**src/rtl/param_instr_mem.sv**
```systemverilog
// Parametrised instruction memory for the IF stage.
// A loader fills it in LOAD state through an auto-incrementing write pointer.
// In RUN state it serves registered fetches. A halt opcode or an illegal fetch
// (out of range or misaligned) sets a sticky halt that freezes the fetch outputs.
module param_instr_mem #(
    parameter int unsigned       DATA_W      = 32,
    parameter int unsigned       DEPTH       = 64,
    parameter int unsigned       ADDR_W      = 32,
    parameter bit                BYTE_ADDR   = 1'b1,
    parameter logic [5:0]        HALT_OPCODE = 6'b111111,
    parameter logic [DATA_W-1:0] NOP_WORD    = '0
) (
    input  logic                     i_clk,
    input  logic                     i_reset,
    input  logic                     i_load_en,
    input  logic                     i_load_valid,
    input  logic [DATA_W-1:0]        i_load_data,
    input  logic                     i_load_done,
    input  logic [ADDR_W-1:0]        i_pc,
    input  logic                     i_rd_en,
    output logic [DATA_W-1:0]        o_instr,
    output logic                     o_halt,
    output logic                     o_addr_err,
    output logic                     o_load_full,
    output logic [$clog2(DEPTH):0]   o_load_count,
    output logic                     o_running
);

    localparam int unsigned CNT_W = $clog2(DEPTH) + 1;
    localparam int unsigned IDX_W = (DEPTH > 1) ? $clog2(DEPTH) : 1;
    // Common width so the range check never truncates either operand
    localparam int unsigned CMP_W = (ADDR_W > CNT_W) ? ADDR_W : CNT_W;
    localparam logic [DATA_W-1:0] HALT_WORD = {HALT_OPCODE, {(DATA_W-6){1'b0}}};

    typedef enum logic [1:0] {
        StIdle,
        StLoad,
        StRun
    } state_e;

    state_e state, state_next;

    logic [CNT_W-1:0]  count, count_next;
    logic [DATA_W-1:0] instr, instr_next;
    logic              halt, halt_next;
    logic              addr_err, addr_err_next;
    logic              mem_we;
    logic              full;

    // Program storage; deliberately not cleared by reset
    logic [DATA_W-1:0] mem [DEPTH];

    // Fetch decode
    logic [ADDR_W-1:0] word_idx;
    logic [CMP_W-1:0]  idx_cmp;
    logic [CMP_W-1:0]  count_cmp;
    logic              misaligned;
    logic              out_of_range;
    logic              fetch_ok;
    logic [DATA_W-1:0] rd_word;
    logic              rd_halt;

    assign full = (count == CNT_W'(DEPTH));

    // Translate the PC into a word index and classify the fetch
    always_comb begin
        word_idx     = BYTE_ADDR ? (i_pc >> 2) : i_pc;
        idx_cmp      = CMP_W'(word_idx);
        count_cmp    = CMP_W'(count);
        misaligned   = BYTE_ADDR && (i_pc[1:0] != 2'b00);
        // idx >= count also covers an empty program
        out_of_range = (idx_cmp >= count_cmp);
        fetch_ok     = !misaligned && !out_of_range;
        // Only meaningful when fetch_ok, which guarantees idx < DEPTH
        rd_word      = mem[idx_cmp[IDX_W-1:0]];
        rd_halt      = (rd_word[DATA_W-1 -: 6] == HALT_OPCODE);
    end

    // FSM state register
    always_ff @(posedge i_clk or posedge i_reset) begin
        if (i_reset) begin
            state <= StIdle;
        end else begin
            state <= state_next;
        end
    end

    // FSM next-state logic; load request outranks fetch in RUN
    always_comb begin
        state_next = state;
        unique case (state)
            StIdle: begin
                if (i_load_en) begin
                    state_next = StLoad;
                end
            end
            StLoad: begin
                // A re-request while loading is ignored; only done matters
                if (i_load_done) begin
                    state_next = StRun;
                end
            end
            StRun: begin
                if (i_load_en) begin
                    state_next = StLoad;
                end
            end
            default: state_next = StIdle;
        endcase
    end

    // Datapath next-state: write pointer, fetch result and flags
    always_comb begin
        count_next    = count;
        instr_next    = instr;
        halt_next     = halt;
        addr_err_next = addr_err;
        mem_we        = 1'b0;
        unique case (state)
            StIdle: begin
                if (i_load_en) begin
                    count_next = '0;
                end
            end
            StLoad: begin
                instr_next = NOP_WORD;
                // Words past capacity are dropped; the write happens before any
                // same-cycle transition to RUN
                if (i_load_valid && !full) begin
                    mem_we     = 1'b1;
                    count_next = count + CNT_W'(1);
                end
                if (i_load_done) begin
                    halt_next     = 1'b0;
                    addr_err_next = 1'b0;
                end
            end
            StRun: begin
                if (i_load_en) begin
                    count_next    = '0;
                    instr_next    = NOP_WORD;
                    halt_next     = 1'b0;
                    addr_err_next = 1'b0;
                end else if (i_rd_en && !halt) begin
                    // Once halted, outputs freeze until reload or reset
                    addr_err_next = !fetch_ok;
                    if (fetch_ok) begin
                        instr_next = rd_word;
                        halt_next  = rd_halt;
                    end else begin
                        instr_next = HALT_WORD;
                        halt_next  = 1'b1;
                    end
                end
            end
            default: begin
                count_next = '0;
            end
        endcase
    end

    // Datapath registers
    always_ff @(posedge i_clk or posedge i_reset) begin
        if (i_reset) begin
            count    <= '0;
            instr    <= NOP_WORD;
            halt     <= 1'b0;
            addr_err <= 1'b0;
        end else begin
            count    <= count_next;
            instr    <= instr_next;
            halt     <= halt_next;
            addr_err <= addr_err_next;
        end
    end

    // Program write port at the current write pointer
    always_ff @(posedge i_clk) begin
        if (mem_we) begin
            mem[count[IDX_W-1:0]] <= i_load_data;
        end
    end

    // FSM/status outputs
    always_comb begin
        o_running    = (state == StRun);
        o_load_full  = full;
        o_load_count = count;
        o_instr      = instr;
        o_halt       = halt;
        o_addr_err   = addr_err;
    end

`ifndef SYNTHESIS
    // Write pointer never exceeds capacity
    assert property (@(posedge i_clk) disable iff (i_reset) count <= CNT_W'(DEPTH));
    // Outside RUN the fetch outputs sit at their idle values
    assert property (@(posedge i_clk) disable iff (i_reset)
        (state != StRun) |-> (instr == NOP_WORD && !halt && !addr_err));
`endif

endmodule
```
**config.mk**
```make
export PLATFORM = sky130hd
export DESIGN_NAME = param_instr_mem
export DESIGN_NICKNAME = d
export VERILOG_FILES = /design/src/rtl/param_instr_mem.sv
export SDC_FILE = /design/constraint.sdc
export NUM_CORES = 2
export LEC_CHECK = 0
export CAP_MARGIN = 15
export CORE_MARGIN = 2
export CORE_UTILIZATION = 25
export DETAILED_ROUTE_END_ITERATION = 10
export PLACE_DENSITY = 0.37
export SYNTH_ARGS = -nofsm -noshare
export SYNTH_HDL_FRONTEND = slang
export SYNTH_SLANG_ARGS = --single-unit
```
**constraint.sdc**
```tcl
create_clock -name i_clk -period 3.8 [get_ports i_clk]
set_clock_uncertainty 0.15 [all_clocks]
set_input_delay 0.38 -clock i_clk [delete_from_list [all_inputs] [get_ports i_clk]]
set_output_delay 0.38 -clock i_clk [all_outputs]
set_load 0.005 [all_outputs]
```
==> flow_metrics.tcl <==
set metrics [dict create \
    tightest_slew_ns 1.142 \
    dp_worst_setup_slack_ns 0.02884 \
    numCtsBuffers 232 \
    core_area_um2 318600 \
    viasPerCell 4.691 \
    dieArea_um2 325200 \
    clock-sinks 2091 \
    setup_viol 0 \
    cts.clk_slew.worst_paths_ns 0.07 \
    antenna_found_initial 29 \
    place.port_buffers 112 \
    cts_root_buffer "clkbuf_16" \
    min_period_ns 3.397 \
    max_freq_mhz 294.4 \
    ir_drop_mv 0.4185 \
    power_density_nw_per_um2 521.1 \
    drive_gt1_frac 0.3298 \
    setup_ws_ns 0.4029 \
    num_rows 207 \
    num_vias 38420 \
    ant_nets 0 \
    firstDrtPassIters 5 \
    maxSlewViolCount 0 \
    max_stage_delay_ns 0.56 \
    crit_required_ns 4.45 \
    power_leakage_nw 29.75 \
    finish.instance_area_um2 96480 \
    boundaryPins 113 \
    synth_edf_count 2048 \
    final.setup.tns_ns 0 \
    yosysWarnings 0 \
    synth_nets 3437 \
    n_fill_cell 30790 \
    htreeDepth 4 \
    hold_viol 0 \
    worst-setup-path-type "register to register" \
    netlist_area_um2 80160 \
    start_kind "register" \
    holdWs_ns 0.08024 \
    rsz0062_at_grt "no" \
    die_y_um 570.2 \
    hp-class "input pin to register" \
    layout.cells.most_common "edfxtp_1" \
    drt_iter0_markers 3792 \
    synthArstFlopShare 0.02056 \
    gr-total-overflow 0 \
    maxCapViolations 0 \
    ys_types 54 \
    clk_path_buf_depth 4 \
    hpwl_mm 154.6 \
    syn_inst 3354 \
    start_util 0.2516 \
    grt_usage 0.1651 \
    grt_max_degree 65 \
    grt_pass1_wl_mm 363.1 \
    clk-insertion-delay-late_ns 0.89 \
    cp_common_cell "a21o_1" \
    status "complete, no violations" \
    wl_per_cell_um 33.04 \
    synth_area_per_cell_um2 23.90 \
    ys_ff_latch 2091 \
    fin_nets 3896 \
    endpoint_kind "register" \
    synthFlopType "edfxtp_1" \
    grt_pass1_vias 39570 \
    dpl.cell_count 7736 \
    r2r_slack_ns 0.40 \
    fin_util 0.3028 \
    wl_mm 270.6 \
    gp_congestion 0.7403 \
    syn_to_final_growth_pct 20.36 \
    die_w_um 570.2 \
    ys_seq_area_frac 0.7806 \
    cpMaxStageDelayCell "a311oi_4" \
    drcViolationCount 0 \
    arrival_ns 4.04 \
    relSlewSlack 0.2384 \
    ctsResizeCount 0 \
    post-route-period-util 0.8940 \
    stdcell_count 8189 \
    cts_hold_repair.buffers 7 \
    path_max_fanout 22 \
    postCtsSetupRepairBufs 0 \
    critical-path-top-delay-family "compound AO/OA/AOI/OAI gates" \
    cts_tree "built" \
    critical_path.cell_chain "ha_1, nand2b_1, a21o_1, a21o_1, a21o_1, a21o_1, a311oi_4, buf_12, nand2_1, buf_4, o21ai_0" \
    cp_num_buf_inv 2 \
    final_cell_mix "edfxtp_1, mux4_2, clkbuf_16" \
    dpl_cell_area_um2 89000 \
    p_total_mw 50.28 \
]
## cells by family (layout without fill, tap and decap cells)
group | Yosys count | count (layout) | share of synthesized area
compound gates | 134 | 134 | 0.01157
xor+xnor | 5 | 5 | 0.0005463
fa+ha+maj | 13 | 13 | 0.002029
buf+inv | 192 | 840 | 0.01249
flops | 2091 | 2091 | 0.7806
mux | 663 | 663 | 0.1792
other cells | 0 | 7 | 0
simple gates | 256 | 256 | 0.01353
## cells in the mapped netlist, types with 2 or more instances
| cell | number | share of area |
|---|---|---|
| nand3_1 | 26 | 0.0016 |
| or2_2 | 2 | 0.00016 |
| inv_1 | 16 | 0.00075 |
| o221ai_1 | 7 | 0.00076 |
| nor2b_1 | 8 | 0.00062 |
| a32o_1 | 13 | 0.0016 |
| clkbuf_1 | 40 | 0.0019 |
| and2_1 | 2 | 0.00016 |
| nor3_1 | 4 | 0.00025 |
| buf_1 | 23 | 0.0011 |
| clkinv_1 | 2 | 0.000094 |
| o22ai_1 | 3 | 0.00023 |
| nand2_1 | 93 | 0.0044 |
| buf_4 | 17 | 0.0016 |
| o21ai_0 | 24 | 0.0015 |
| a21o_1 | 5 | 0.00047 |
| a31oi_1 | 4 | 0.00031 |
| mux4_2 | 617 | 0.17 |
| dfrtp_1 | 43 | 0.013 |
| a311oi_1 | 3 | 0.00033 |
| a22o_1 | 10 | 0.0011 |
| nor4_1 | 6 | 0.00047 |
| nand4_1 | 4 | 0.00031 |
| mux2i_1 | 40 | 0.0050 |
| a221oi_1 | 2 | 0.00022 |
| a22oi_1 | 14 | 0.0013 |
| nor2_1 | 100 | 0.0047 |
| a211oi_1 | 3 | 0.00028 |
| and3_1 | 2 | 0.00016 |
| buf_2 | 77 | 0.0048 |
| edfxtp_1 | 2048 | 0.77 |
| buf_6 | 16 | 0.0022 |
| mux2_2 | 6 | 0.00084 |
| a21oi_1 | 33 | 0.0021 |
| xnor2_1 | 5 | 0.00055 |
| ha_1 | 13 | 0.0020 |
| nand2b_1 | 6 | 0.00047 |
## worst paths after layout
path / startpoint / endpoint / depth (start not counted)
worst max-delay path: o_load_count[0] / o_instr[19] / 11
worst min-delay path: i_load_data[22] / mem[46][22] / 1
worst max register to register: o_load_count[0] / o_instr[19] / 11
worst min register to register: o_instr[3] / o_instr[3] / 2
max in group asynchronous: i_reset / o_instr[14] / 4
min in group asynchronous: i_reset / o_instr[19] / 3
## registers in the layout (all words and copies together), names as in the netlist
| register | cells |
|---|---|
| o_addr_err | 1 |
| state | 2 |
| o_instr | 32 |
| mem | 2048 |
| o_halt | 1 |
| o_load_count | 7 |
## power by group
part	switching, mW	internal, mW
Sequential	0.108	25.5
Clock	9.28	12.3
Combinational	1.94	1.17
Total	11.3	39.0
## per-layer routing
metal	track usage	routed length, um
met1	0.2285	119700
met2	0.2702	130300
met3	0.02633	13760
met4	0.04084	6754
met5	0	33
## final cells by class
| cell class | count | area [um2] | area share |
|---|---|---|---|
| clock inverter | 126 | 958.4 | 0.009934 |
| sequential | 2091 | 62580 | 0.6486 |
| inverter | 19 | 75.07 | 0.0007781 |
| timing repair buffer | 398 | 4330 | 0.04489 |
| antenna | 7 | 17.52 | 0.0001816 |
| multi-input combinational | 1071 | 17100 | 0.1772 |
| tap | 4180 | 5230 | 0.05421 |
| clock buffer | 297 | 6192 | 0.06418 |
Power figures use the tool's default switching activity.
